## src/rtl/ftoi_pipe.sv

```systemverilog
// IEEE-754 single to int32 converter: round half away from zero, saturating, NSTAGE-deep valid/ready pipe.
// Define FTOI_FLAG_EN to add the ovf output that marks saturated results.
module ftoi_pipe #(
  parameter int NSTAGE = 2
) (
  input  logic        clk,
  input  logic        rst,
  input  logic        in_valid,
  output logic        in_ready,
  input  logic [31:0] x,
  output logic        out_valid,
  input  logic        out_ready,
  output logic [31:0] y
`ifdef FTOI_FLAG_EN
  ,
  output logic        ovf
`endif
);
  typedef enum logic [1:0] {CLS_ZERO, CLS_HALF, CLS_NORM, CLS_SAT} cls_e;

  logic adv;
  assign adv      = ~out_valid | out_ready;
  assign in_ready = adv;

  logic        f_s;
  logic [7:0]  f_e;
  cls_e        f_cls;
  logic [53:0] f_wide;
  logic [30:0] f_mag;
  logic        f_g;
  logic [21:0] unused_frac;

  // Align the integer point at bit 23 of f_wide; the bit just below it is the guard bit.
  always_comb begin
    f_s         = x[31];
    f_e         = x[30:23];
    f_wide      = {30'd0, 1'b1, x[22:0]} << (f_e - 8'd127);
    f_mag       = f_wide[53:23];
    f_g         = f_wide[22];
    unused_frac = f_wide[21:0];
    if (f_e <= 8'd125)      f_cls = CLS_ZERO;
    else if (f_e == 8'd126) f_cls = CLS_HALF;
    else if (f_e <= 8'd157) f_cls = CLS_NORM;
    else                    f_cls = CLS_SAT;
  end

`ifdef FTOI_FLAG_EN
  logic f_ovf;
  logic b_ovf;
  // -2^31 saturates to the same code but is exact, so it is not an overflow.
  assign f_ovf = (f_cls == CLS_SAT) && (x != 32'hCF00_0000);
`endif

  logic        b_vld;
  logic        b_s;
  cls_e        b_cls;
  logic [30:0] b_mag;
  logic        b_g;

  if (NSTAGE == 2) begin : g_s2
    logic        s1_vld_q;
    logic        s1_s_q;
    cls_e        s1_cls_q;
    logic [30:0] s1_mag_q;
    logic        s1_g_q;
`ifdef FTOI_FLAG_EN
    logic        s1_ovf_q;
`endif

    always_ff @(posedge clk) begin
      if (rst) begin
        s1_vld_q <= 1'b0;
        s1_s_q   <= 1'b0;
        s1_cls_q <= CLS_ZERO;
        s1_mag_q <= '0;
        s1_g_q   <= 1'b0;
`ifdef FTOI_FLAG_EN
        s1_ovf_q <= 1'b0;
`endif
      end else if (adv) begin
        s1_vld_q <= in_valid;
        s1_s_q   <= f_s;
        s1_cls_q <= f_cls;
        s1_mag_q <= f_mag;
        s1_g_q   <= f_g;
`ifdef FTOI_FLAG_EN
        s1_ovf_q <= f_ovf;
`endif
      end
    end

    assign b_vld = s1_vld_q;
    assign b_s   = s1_s_q;
    assign b_cls = s1_cls_q;
    assign b_mag = s1_mag_q;
    assign b_g   = s1_g_q;
`ifdef FTOI_FLAG_EN
    assign b_ovf = s1_ovf_q;
`endif
  end else begin : g_s1
    assign b_vld = in_valid;
    assign b_s   = f_s;
    assign b_cls = f_cls;
    assign b_mag = f_mag;
    assign b_g   = f_g;
`ifdef FTOI_FLAG_EN
    assign b_ovf = f_ovf;
`endif
  end

  logic [31:0] b_r;
  logic [31:0] y_d;

  always_comb begin
    b_r = {1'b0, b_mag} + {31'd0, b_g};
    case (b_cls)
      CLS_ZERO: y_d = 32'd0;
      CLS_HALF: y_d = b_s ? 32'hFFFF_FFFF : 32'd1;
      CLS_NORM: y_d = b_s ? (32'd0 - b_r) : b_r;
      default:  y_d = b_s ? 32'h8000_0000 : 32'h7FFF_FFFF;
    endcase
  end

  logic        out_valid_q;
  logic [31:0] y_q;

  always_ff @(posedge clk) begin
    if (rst) begin
      out_valid_q <= 1'b0;
      y_q         <= '0;
    end else if (adv) begin
      out_valid_q <= b_vld;
      y_q         <= y_d;
    end
  end

  assign out_valid = out_valid_q;
  assign y         = y_q;

`ifdef FTOI_FLAG_EN
  logic ovf_q;

  always_ff @(posedge clk) begin
    if (rst)      ovf_q <= 1'b0;
    else if (adv) ovf_q <= b_ovf;
  end

  assign ovf = ovf_q;
`endif

endmodule
```

## config.mk

```make
export PLATFORM = sky130hd
export DESIGN_NAME = ftoi_pipe
export DESIGN_NICKNAME = d
export VERILOG_FILES = /design/src/rtl/ftoi_pipe.sv
export SDC_FILE = /design/constraint.sdc
export NUM_CORES = 1
export LEC_CHECK = 0
export ABC_AREA = 1
export ABC_CLOCK_PERIOD_IN_PS = 5300
export CORE_ASPECT_RATIO = 1.5
export CORE_UTILIZATION = 40
export DETAILED_ROUTE_END_ITERATION = 8
export PLACE_DENSITY_LB_ADDON = 0.3
export SYNTH_ARGS = -nofsm -noshare
export SYNTH_HDL_FRONTEND = slang
export SYNTH_SLANG_ARGS = --single-unit
```

## constraint.sdc

```tcl
create_clock -name clk -period 5.3 [get_ports clk]
set_input_delay 1.06 -clock clk [delete_from_list [all_inputs] [get_ports clk]]
set_output_delay 1.06 -clock clk [all_outputs]
set_load 0.1 [all_outputs]
```

==> reports/metrics.csv <==
metric;value;unit
outcome;completed;
yosysUniqueCellTypes;41;
drive_gt1_share;8.16;%
first_pass_iters;5;
grt_first_pass_wirelength;36800;um
slowest_stage;clkdlybuf4s50_1;
ys_warn_count;0;
path_class;in2reg;
placed_area;7520;um2
areaGrowthSynthToFinish;16.9;%
worst_slew_pin_slew;1.11;ns
row_count;57;
gp_congestion;1.02;
root_buffer;clkbuf_16;
end_kind;register;
synth_most_common_cell;nand2_1;
grt.overflow.total;0;
dieHeight;160;um
grt_start_max_net_pins;42;
drtIter0Drc;405;
yosysTopAreaCell;dfxtp_1;
async_flop_share;0;%
swShare;41.4;%
finalNetCount;1289;
dp_hpwl;18300;um
htree_levels;3;
slew_violations;0;
min_period;3.93;ns
comb_power_share;38.4;%
path_buf_inv;2;
crit_path_max_incr_delay;0.82;ns
skew;0.0128;ns
diodes;0;
cts_buffers;9;
yosysTopAreaCellShare;20.7;%
fmax;0.255;GHz
timing.setup.tns;0;ns
syn_nets;1249;
ir_drop;0.171;mV
power_density;241;nW/um2
synth-edff-count;0;
avgSynthCellArea;5.54;um2
start_kind;primary input;
synthCells;1205;
synth-seq-area-share;20.7;%
p_sw;0.779;mW
ys_seq_elements;69;
setup_violations;0;
core;16300;um2
cts_tree;built;
io_buffers;69;
cap_viol_max_count;0;
finalCritPeriodShare;74.1;%
viasPerCell;5.42;
die-area;17200;um2
post_cts_buffers;0;
p_int;1.10;mW
synth_ff_type;dfxtp_1;
final_area;7810;um2
drt_wl_total;22800;um
synth_area;6680;um2
wl_per_cell;15.6;um
pwr-share-clk;30.9;%
drt.antenna.violating_nets;0;
cp_top_family;simple AND/OR/NAND/NOR gates;
cts-resized-gates;0;
vias;7889;
worstPathArrival;4.21;ns
leakage;3.32;nW
antenna_found_initial;0;
worstPathRequired;5.58;ns
power_frac_seq;30.7;%
yosys-top-cells-count;nand2_1 (361), nand3_1 (240), inv_1 (95);
numClockSinks;69;
grt_usage;27.2;%
die_x;107;um
clk_latency;0.36;ns
cts-hold-fix-buffers;0;
rsz0062_at_grt;false;
path_clk_slew;0.06;ns
hp-class;reg2reg;
clockBufferDepth;2;
path_cells;clkdlybuf4s50_1, inv_2, nor3_2, nand2_1, nand2_2, nand2_4, nor2_8, nor2_1, nand2_1, nand3_1, nand2_1, nand4_1, nor2_1, nor2_1, a21oi_1;
drc;0;
start_util;41.1;%
finalHoldViolCount;0;
boundaryPins;70;
grt_pass1_vias;7449;
maxSlewHeadroom;25.6;%
synth.area.top_cells;dfxtp_1 (21%), nand2_1 (20%), nand3_1 (18%), a21oi_1 (5.9%), inv_1 (5.3%);
path_max_fanout;17;
[layout by cell type, fill, tap and decap left out, drive strengths merged, types with 4 or more instances in the layout]
cell type,count
clkbuf,11
nand2,381
inv,103
nand3b,8
ha,8
buf,19
nand4,21
o21ai,80
dfxtp,69
o211ai,6
xor2,4
a21oi,81
nor3,10
nor2,116
nand3,246
clkdlybuf4s50,68
[power groups by stage]
stage	Sequential (mW)	Clock (mW)	Combinational, mW
2_1_floorplan	0.690	0	0.416
3_3_place_gp	0.589	0	0.713
3_5_place_dp	0.589	0	0.713
4_1_cts	0.578	0.588	0.717
5_1_grt	0.582	0.606	0.793
6_report	0.578	0.581	0.723
[worst min-delay path, delay by kind of cell, from the launching register on]
| family | cells | cell delay [ns] |
|---|---|---|
| buffers and inverters | 1 | 0.06 |
| flip-flops | 1 | 0.30 |
| AO/OA/AOI/OAI | 1 | 0.06 |
[per-stage QoR]
step / total power [mW] / cells / worst slack (ns) / hold slack [ns] / utilization, %
after CTS: 1.88 / 1456 / 1.41 / 0.457 / 48.0
final: 1.88 / 1456 / 1.37 / 0.460 / 48.0
after floorplan: 1.11 / 1205 / 1.86 / 0.430 / -
after global routing: 1.98 / 1456 / 1.07 / 0.496 / 48.0
after detailed placement: 1.30 / 1440 / 1.06 / 0.448 / 46.3
after global placement: 1.30 / 1440 / 1.09 / 0.445 / 46.3
[cell type report]
type / instances / area (um2)
clock buffers: 11 / 253
well taps: 206 / 258
repair buffers: 87 / 823
multi-input cells: 975 / 4670
fillers: 1818 / 8450
inverters: 103 / 387
flip-flops and latches: 69 / 1380
clock inverters: 5 / 33.8
[logic make-up after synthesis]
kind of cell	Yosys count	share of synthesized area, %
buffers and inverters	161	9.48
adders and majority gates	8	1.50
xor gates and xnor gates	6	0.787
AOI/OAI and AO/OA	173	13.6
and+or+nand+nor	788	53.9
DFF	69	20.7
[routing by layer]
layer | vias up | part of all wire, % | track usage (%) | routed length [um]
met4 | 0 | 7.5 | 20.1 | 1700
met1 | 3485 | 38 | 28.2 | 8630
met2 | 256 | 51 | 49.1 | 11700
li1 | 4063 | - | - | -
met5 | - | 0 | 0 | 0
met3 | 85 | 3.3 | 3.22 | 762
[final timing paths]
kind                    startpoint                      to  slack [ns]  cells after the start
max                          x[23]  b_mag[24]$_SDFFE_PP0P_        1.37                     15
min             b_vld$_SDFFE_PP0P_      b_vld$_SDFFE_PP0P_        0.46                      2
max reg2reg  b_mag[0]$_SDFFE_PP0P_      y[29]$_SDFFE_PP0P_        2.46                     15
min reg2reg     b_vld$_SDFFE_PP0P_      b_vld$_SDFFE_PP0P_        0.46                      2
[state kept, by name (all words and copies together) (netlist names)]
signal,flops
b_cls,2
b_g,1
b_mag,31
b_s,1
b_vld,1
out_valid,1
y,32
Note: power is estimated with default switching activity, not from simulation.
